<file path="src/rtl/pipeline_control_irq_call_ex.sv">
// Interrupt-call sequencer: fetches a two-word IDT entry (flags, handler) and
// optionally pushes the return PC onto the supervisor stack via the shared LSU port.
//
// state    | meaning
// IDLE     | waiting for iIRQ_START
// FLG_REQ  | requesting flag word at E
// FLG_WAIT | waiting for flag word
// HDL_REQ  | requesting handler word at E+4
// HDL_WAIT | waiting for handler word
// PSH_REQ  | requesting return-PC write at SPR-4
// PSH_WAIT | waiting for write ack
// DONE     | one-cycle finish pulse
module pipeline_control_irq_call_ex #(
   parameter int unsigned IRQ_NUM_W  = 7,
   parameter int unsigned ENTRY_LOG2 = 3,
   parameter int unsigned SAVE_MODE  = 2
) (
   input  logic                 iCLOCK,
   input  logic                 inRESET,
   input  logic                 iRESET_SYNC,
   input  logic [31:0]          iSYSREG_IDTR,
   input  logic [31:0]          iSYSREG_SPR,
   input  logic [31:0]          iRET_PC,
   input  logic                 iIRQ_START,
   input  logic [IRQ_NUM_W-1:0] iIRQ_NUM,
   output logic                 oBUSY,
   output logic                 oFINISH,
   output logic [31:0]          oFINISH_HUNDLER,
   output logic [31:0]          oFINISH_SPR,
   output logic                 oFAULT,
   output logic                 oLDST_USE,
   output logic                 oLDST_REQ,
   input  logic                 iLDST_BUSY,
   output logic [1:0]           oLDST_ORDER,
   output logic                 oLDST_RW,
   output logic [31:0]          oLDST_ADDR,
   output logic [31:0]          oLDST_DATA,
   input  logic                 iLDST_REQ,
   input  logic [31:0]          iLDST_DATA
);

   typedef enum logic [2:0] {
      ST_IDLE, ST_FLG_REQ, ST_FLG_WAIT, ST_HDL_REQ,
      ST_HDL_WAIT, ST_PSH_REQ, ST_PSH_WAIT, ST_DONE
   } state_t;

   state_t      state_q, state_d;
   logic [31:0] entry_q, entry_d;
   logic [31:0] spr_q, spr_d;
   logic [31:0] ret_pc_q, ret_pc_d;
   logic        flag1_q, flag1_d;
   logic [31:0] handler_q, handler_d;
   logic [31:0] res_spr_q, res_spr_d;
   logic        fault_q, fault_d;
   logic        push_en;

   assign push_en = (SAVE_MODE == 1) || ((SAVE_MODE == 2) && flag1_q);

   always_ff @(posedge iCLOCK or negedge inRESET) begin
      if (!inRESET) begin
         state_q   <= ST_IDLE;
         entry_q   <= '0;
         spr_q     <= '0;
         ret_pc_q  <= '0;
         flag1_q   <= 1'b0;
         handler_q <= '0;
         res_spr_q <= '0;
         fault_q   <= 1'b0;
      end else begin
         state_q   <= state_d;
         entry_q   <= entry_d;
         spr_q     <= spr_d;
         ret_pc_q  <= ret_pc_d;
         flag1_q   <= flag1_d;
         handler_q <= handler_d;
         res_spr_q <= res_spr_d;
         fault_q   <= fault_d;
      end
   end

   always_comb begin
      state_d   = state_q;
      entry_d   = entry_q;
      spr_d     = spr_q;
      ret_pc_d  = ret_pc_q;
      flag1_d   = flag1_q;
      handler_d = handler_q;
      res_spr_d = res_spr_q;
      fault_d   = fault_q;
      unique case (state_q)
         ST_IDLE: if (iIRQ_START) begin
            entry_d  = iSYSREG_IDTR + (32'(iIRQ_NUM) << ENTRY_LOG2);
            spr_d    = iSYSREG_SPR;
            ret_pc_d = iRET_PC;
            state_d  = ST_FLG_REQ;
         end
         ST_FLG_REQ:  if (!iLDST_BUSY) state_d = ST_FLG_WAIT;
         ST_FLG_WAIT: if (iLDST_REQ) begin
            flag1_d = iLDST_DATA[1];
            if (!iLDST_DATA[0]) begin
               // Invalid entry: report fault with the stack untouched.
               handler_d = '0;
               res_spr_d = spr_q;
               fault_d   = 1'b1;
               state_d   = ST_DONE;
            end else begin
               state_d = ST_HDL_REQ;
            end
         end
         ST_HDL_REQ:  if (!iLDST_BUSY) state_d = ST_HDL_WAIT;
         ST_HDL_WAIT: if (iLDST_REQ) begin
            handler_d = iLDST_DATA;
            res_spr_d = spr_q;
            fault_d   = 1'b0;
            state_d   = push_en ? ST_PSH_REQ : ST_DONE;
         end
         ST_PSH_REQ:  if (!iLDST_BUSY) state_d = ST_PSH_WAIT;
         ST_PSH_WAIT: if (iLDST_REQ) begin
            res_spr_d = spr_q - 32'd4;
            state_d   = ST_DONE;
         end
         ST_DONE: state_d = ST_IDLE;
         default: state_d = ST_IDLE;
      endcase
      if (iRESET_SYNC) begin
         state_d   = ST_IDLE;
         entry_d   = '0;
         spr_d     = '0;
         ret_pc_d  = '0;
         flag1_d   = 1'b0;
         handler_d = '0;
         res_spr_d = '0;
         fault_d   = 1'b0;
      end
   end

   always_comb begin
      oLDST_REQ  = 1'b0;
      oLDST_USE  = 1'b0;
      oLDST_RW   = 1'b0;
      oLDST_ADDR = '0;
      oLDST_DATA = '0;
      unique case (state_q)
         ST_FLG_REQ, ST_FLG_WAIT: begin
            oLDST_REQ  = (state_q == ST_FLG_REQ);
            oLDST_USE  = 1'b1;
            oLDST_ADDR = entry_q;
         end
         ST_HDL_REQ, ST_HDL_WAIT: begin
            oLDST_REQ  = (state_q == ST_HDL_REQ);
            oLDST_USE  = 1'b1;
            oLDST_ADDR = entry_q + 32'd4;
         end
         ST_PSH_REQ, ST_PSH_WAIT: begin
            oLDST_REQ  = (state_q == ST_PSH_REQ);
            oLDST_USE  = 1'b1;
            oLDST_RW   = 1'b1;
            oLDST_ADDR = spr_q - 32'd4;
            oLDST_DATA = ret_pc_q;
         end
         default: ;
      endcase
   end

   assign oBUSY           = (state_q != ST_IDLE);
   assign oFINISH         = (state_q == ST_DONE);
   assign oFINISH_HUNDLER = handler_q;
   assign oFINISH_SPR     = res_spr_q;
   assign oFAULT          = fault_q;
   assign oLDST_ORDER     = 2'b10;

endmodule

</file>
<file path="config.mk">
export PLATFORM = sky130hd
export DESIGN_NAME = pipeline_control_irq_call_ex
export DESIGN_NICKNAME = d
export VERILOG_FILES = /design/src/rtl/pipeline_control_irq_call_ex.sv
export SDC_FILE = /design/constraint.sdc
export NUM_CORES = 1
export LEC_CHECK = 0
export ABC_AREA = 1
export ABC_CLOCK_PERIOD_IN_PS = 2800
export CAP_MARGIN = 10
export CELL_PAD_IN_SITES_DETAIL_PLACEMENT = 2
export CELL_PAD_IN_SITES_GLOBAL_PLACEMENT = 2
export CORE_ASPECT_RATIO = 0.9
export CORE_UTILIZATION = 28
export CTS_CLUSTER_SIZE = 20
export DETAILED_ROUTE_END_ITERATION = 12
export PLACE_DENSITY_LB_ADDON = 0.12
export SYNTH_ARGS = -nofsm -noshare
export SYNTH_HDL_FRONTEND = slang
export SYNTH_SLANG_ARGS = --single-unit
</file>
<file path="constraint.sdc">
create_clock -name iCLOCK -period 2.8 [get_ports iCLOCK]
set_input_delay 0.42 -clock iCLOCK [delete_from_list [all_inputs] [get_ports iCLOCK]]
set_output_delay 0.42 -clock iCLOCK [all_outputs]
set_load 0.05 [all_outputs]
</file>
# --- After elaboration in Yosys (flattened, before gate mapping) ---
# Cells that the tools add are included.
classes:
  n_eq_ne: 15
  n_addsub: 3
  reduce_logical: 17
  n_mux: 44
ops:
  columns: ["op", "n"]
  rows:
  - ["$mux W32", 19]
  - ["$pmux W32 S3", 2]
  - ["$pmux W32 S2", 1]
  - ["$add A32 B10 Y32", 1]
  - ["$add A32 B3 Y32 const B", 1]
  - ["$sub A32 B3 Y32 const B", 1]
  - ["$mux W3", 9]
  - ["$ne A3 B3 Y1 const B", 8]
  - ["$pmux W3 S8", 1]
  - ["$eq A3 B3 Y1 const B", 4]
  - ["$mux W1", 9]
  - ["$reduce_bool A2 Y1", 4]
  - ["$reduce_and A7 Y1", 1]
  - ["$eq A3 B2 Y1 const B", 2]
  - ["$reduce_bool A3 Y1", 2]
  - ["$reduce_or A2 Y1", 3]
  - ["$reduce_or A6 Y1", 1]
  - ["$reduce_and A5 Y1", 1]
  - ["$reduce_and A2 Y1", 2]
  - ["$reduce_and A4 Y1", 1]
  - ["$reduce_bool A4 Y1", 1]
  - ["$eq A3 B1 Y1 const B", 1]
  - ["$logic_not A3 Y1", 1]
  - ["$pmux W1 S3", 1]
  - ["2 further kinds", 2]
word_totals:
  register_bits: 165
  in_bits: 141
  output_inout_bits: 136
  word_cells: 87

# --- Logic depth before layout (Yosys ltp) ---
logic_depth:
  word_depth: 4
  ltp_mapped: 13
  mapped_depth_nobuf: 13

# --- Worst setup path before layout ---
# Ideal clock, no wire load.
synth_path:
  path_kind: "register to output"
  start: "register state_q[1]"
  end: "output port oLDST_ADDR[13]"
  t_required_ns: 2.380
  path_stages_with_launch: 7
  setup_slack_ns: 0.122
  n_path_buf: 1
  arrival_time_ns: 2.258
  cell_sequence: "dfrtp_1 nand2_1 inv_1 nor3_2 inv_2 clkbuf_1 o21ai_0"
synth_via:
  elab_chain_len: 3
  elab_cells_between_ends: 10
  classes_between: "eq/ne: 6; mux: 1; reduce/logical: 3"
synth_lines:
  columns: ["element", "line_no", "rtl"]
  rows:
  - ["from (decl)", "47", "state_t state_q, state_d;"]
  - ["from (signal assigned)", "70", "state_q <= state_d;"]
  - ["$eq A3 B3 Y1 (tied with other cells)", "143", "unique case (state_q)"]
  - ["$reduce_or A2 Y1", "143", null]
  - ["$pmux W32 S3 *", "143", null]
  - ["to (decl)", "36", "output logic [31:0] oLDST_ADDR,"]
# Mark *: on every way between the ends. The rest lies on a longest branch, timed or not.

# --- Worst setup path in the final report ---
layout_path:
  start: "register spr_q[2]"
  end: "output port oLDST_ADDR[10]"
layout_via:
  elab_chain_len: 2
layout_lines:
  columns: ["element", "line_no", "rtl"]
  rows:
  - ["from (decl)", "49", "logic [31:0] spr_q, spr_d;"]
  - ["from (signal assigned)", "72", "spr_q <= spr_d;"]
  - ["$sub A32 B3 Y32", "158", "oLDST_ADDR = spr_q - 32'd4;"]
  - ["$pmux W32 S3", "143", null]
# No other way between the ends.

==> results.toml <==
[global_routing]
grt_pass1_vias = 12260
grt_max_degree = 66
antenna_found_initial = 1
grt_pass1_wl_um = 71260
grtUsageTotal = 0.2502
gr-total-overflow = 0

[power]
fin_total_pwr_mw = 13.23
leakagePower_nw = 6.813
max-vdd-ir-drop_uv = 483.6
power_density_nw_per_um2 = 868.9

[outcome]
status = "finished with violations"
violations = "negative hold slack"

[logic_synthesis]
yosysSeqAreaShare = 0.4085
synth_top_cells_by_area = "dfrtp_1 (41%), nand2_1 (21%), nor2_1 (6.7%)"
ys_seq_elements = 165
synth.most_common_cell = "nand2_1"
syn_nets = 1673
synth_top_cell_by_area = "dfrtp_1"
synth_edf_count = 0
syn_avg_cell_area_um2 = 6.641
synthTopCellsByCount = "nand2_1 (554), nor2_1 (180), dfrtp_1 (165), inv_1 (154), nand3_1 (131)"
synthCells = 1522
ys_types = 41
synth_top_cell_area_share = 0.4085
ys_warn_count = 0
syn_area_um2 = 10110
synth-async-reset-ratio = 1.000
synth_ff_type = "dfrtp_1"

[sta]
slew_viol_final = 0
finalSetupViolCount = 0
rsz0062_at_grt = "true"
period_minus_slack_ns = 2.724
tns_ns = 0
skew_ns = 0.009353
fin_hold_ws_ns = -0.01121
slew_headroom = 0.5283
hold_viol = 10
clock.fmax_mhz = 367.1
post-route-period-util = 0.9729
worst_slew_pin_slew_ns = 0.7068
fin_ws_ns = 0.07583

[placement]
numPortBuffers = 274
detailed_place_hpwl_um = 35120
place_ws_ns = 0.1689
place_area_um2 = 14140
dp.cells = 2240
place.gp.congestion = 0.8669

[setup_path]
crit_type = "reg2out"
crit_arrival_ns = 2.30
r2r_slack_ns = 0.73
cp_max_fo = 4
cp_slowest_cell = "xor2_1"
start_kind = "flop"
worst_ep_required_time_ns = 2.38
max_stage_delay_ns = 0.42
r2r-start = "state_q[0]"
worst-path-buf-inv = 2
crit_family = "XOR/XNOR gates"
crit_start = "spr_q[2]"
crit_path_end_kind = "primary output"
path_cells = "inv_2, ha_4, nand2_4, nor2_4, xor2_1, o211ai_1, buf_12"

[floorplanning]
core_um2 = 35300
die_x_um = 202.3
ios = 277
die_h_um = 182.2
design.die.area_um2 = 36860
rows = 65
start_util = 0.2864

[clocking]
h-tree-depth = 4
ctsRootBufferMaster = "clkbuf_16"
hold_buffers = 0
clkLatencyLatePin_ns = 0.45
cts_tree = "done"
clk_pin_slew_ns = 0.08
cts_buffer_depth = 2
cts_sinks = 165
cts_buffers = 17

[layout]
fillCellCount = 4066
area_growth_syn_to_layout_pct = 50.67
multi_input_area_um2 = 5440
final_area_um2 = 15230
drive_gt1_frac = 0.1365
fin_cells = 2287
nets = 1955
final_core_util = 0.4314
seq_area_um2 = 4144

[detailed_routing]
antenna_left = 0
drc_errors = 0
wl_met1_um = 20600
topRoutingLayerUsed = "met4"
met3_wirelength_um = 1450
viasPerCell = 4.942
wl_met2_um = 22880
num_vias = 11300
drt-total-wl_um = 45970
avgRoutedWirePerCell_um = 20.10
drtIter0Drc = 511
drt_pass1_iterations = 5

[worst_hold_path]
min_path_type = "in2async"

[job]
maxCapViolations = 0
## registers in the layout (all words and copies together), names as in the netlist
signal and count:
entry_q 32, flag1_q 1, oFAULT 1, oFINISH_HUNDLER 32
oFINISH_SPR 32, spr_q 32, state_q 3, ret_pc_q 32
## what timing repair did
item | CTS | global route
pin swaps | 1 | 6
hold endpoints to repair | 0 | 0
setup endpoints to repair | 23 | 49
setup buffers | 4 | 10
gates cloned | 0 | 0
resized for setup | 52 | 64
## layout make-up
class,instances,share of cell area
antenna,1,0.0001643
clock buffer,21,0.03089
clock inverter,11,0.009120
inverter,161,0.03985
multi-input combinational,1143,0.3572
sequential,165,0.2721
tap,469,0.03853
timing repair buffer,316,0.2521
## final timing paths
check	to	depth (start not counted)
max	oLDST_ADDR[10]	7
max in group asynchronous	entry_q[20]	2
min reg2reg	oFINISH_SPR[30]	2
min in group iCLOCK	oFINISH_SPR[30]	2
min	oFINISH_HUNDLER[14]	1
max reg2reg	oFINISH_SPR[20]	9
## worst register-to-register path, stage by stage, from the launching register on
cell and delay (ns):
dfrtp_1 0.47, nor2_4 0.18, nand2_1 0.15, inv_2 0.14
nor2_1 0.09, nand2_1 0.13, nand3_2 0.10, nor2_4 0.40
nand3_1 0.23, nand2_1 0.10
## placed cells by master, fill, tap and decap left out, types with 18 or more instances in the layout
cell,instances
nor2_1,138
nand3_1,128
a21oi_1,18
buf_12,72
buf_4,31
dfrtp_1,153
inv_1,151
nand4_1,20
o21ai_1,29
clkdlybuf4s50_1,207
o21ai_0,117
nand2_1,536
nor2_2,31
## where the power goes
part           switching (mW)  leakage, nW  total (mW)  internal [mW]
Sequential              0.488         2.24        3.34           2.85
Combinational            4.82         4.27        7.38           2.56
Clock                    1.11        0.299        2.52           1.41
## cell families (layout without fill, tap and decap cells)
kind of cell	count (synthesis)	after routing	synth area share
flip-flops	165	165	0.4085
adder cells (fa/ha/maj)	10	10	0.01312
AO/OA/AOI/OAI	198	198	0.1050
buffers and inverters	214	509	0.08566
AND/OR/NAND/NOR	914	914	0.3704
multiplexers	1	1	0.0009904
other	2	3	0.0007430
XOR/XNOR	18	18	0.01560
## layer usage
layer,vias up,global-route usage
met3,55,0.03661
met1,5650,0.3186
li1,5379,-
met5,-,0
met2,219,0.4347
met4,0,0.07759
Note: power is estimated with default switching activity, not from simulation.
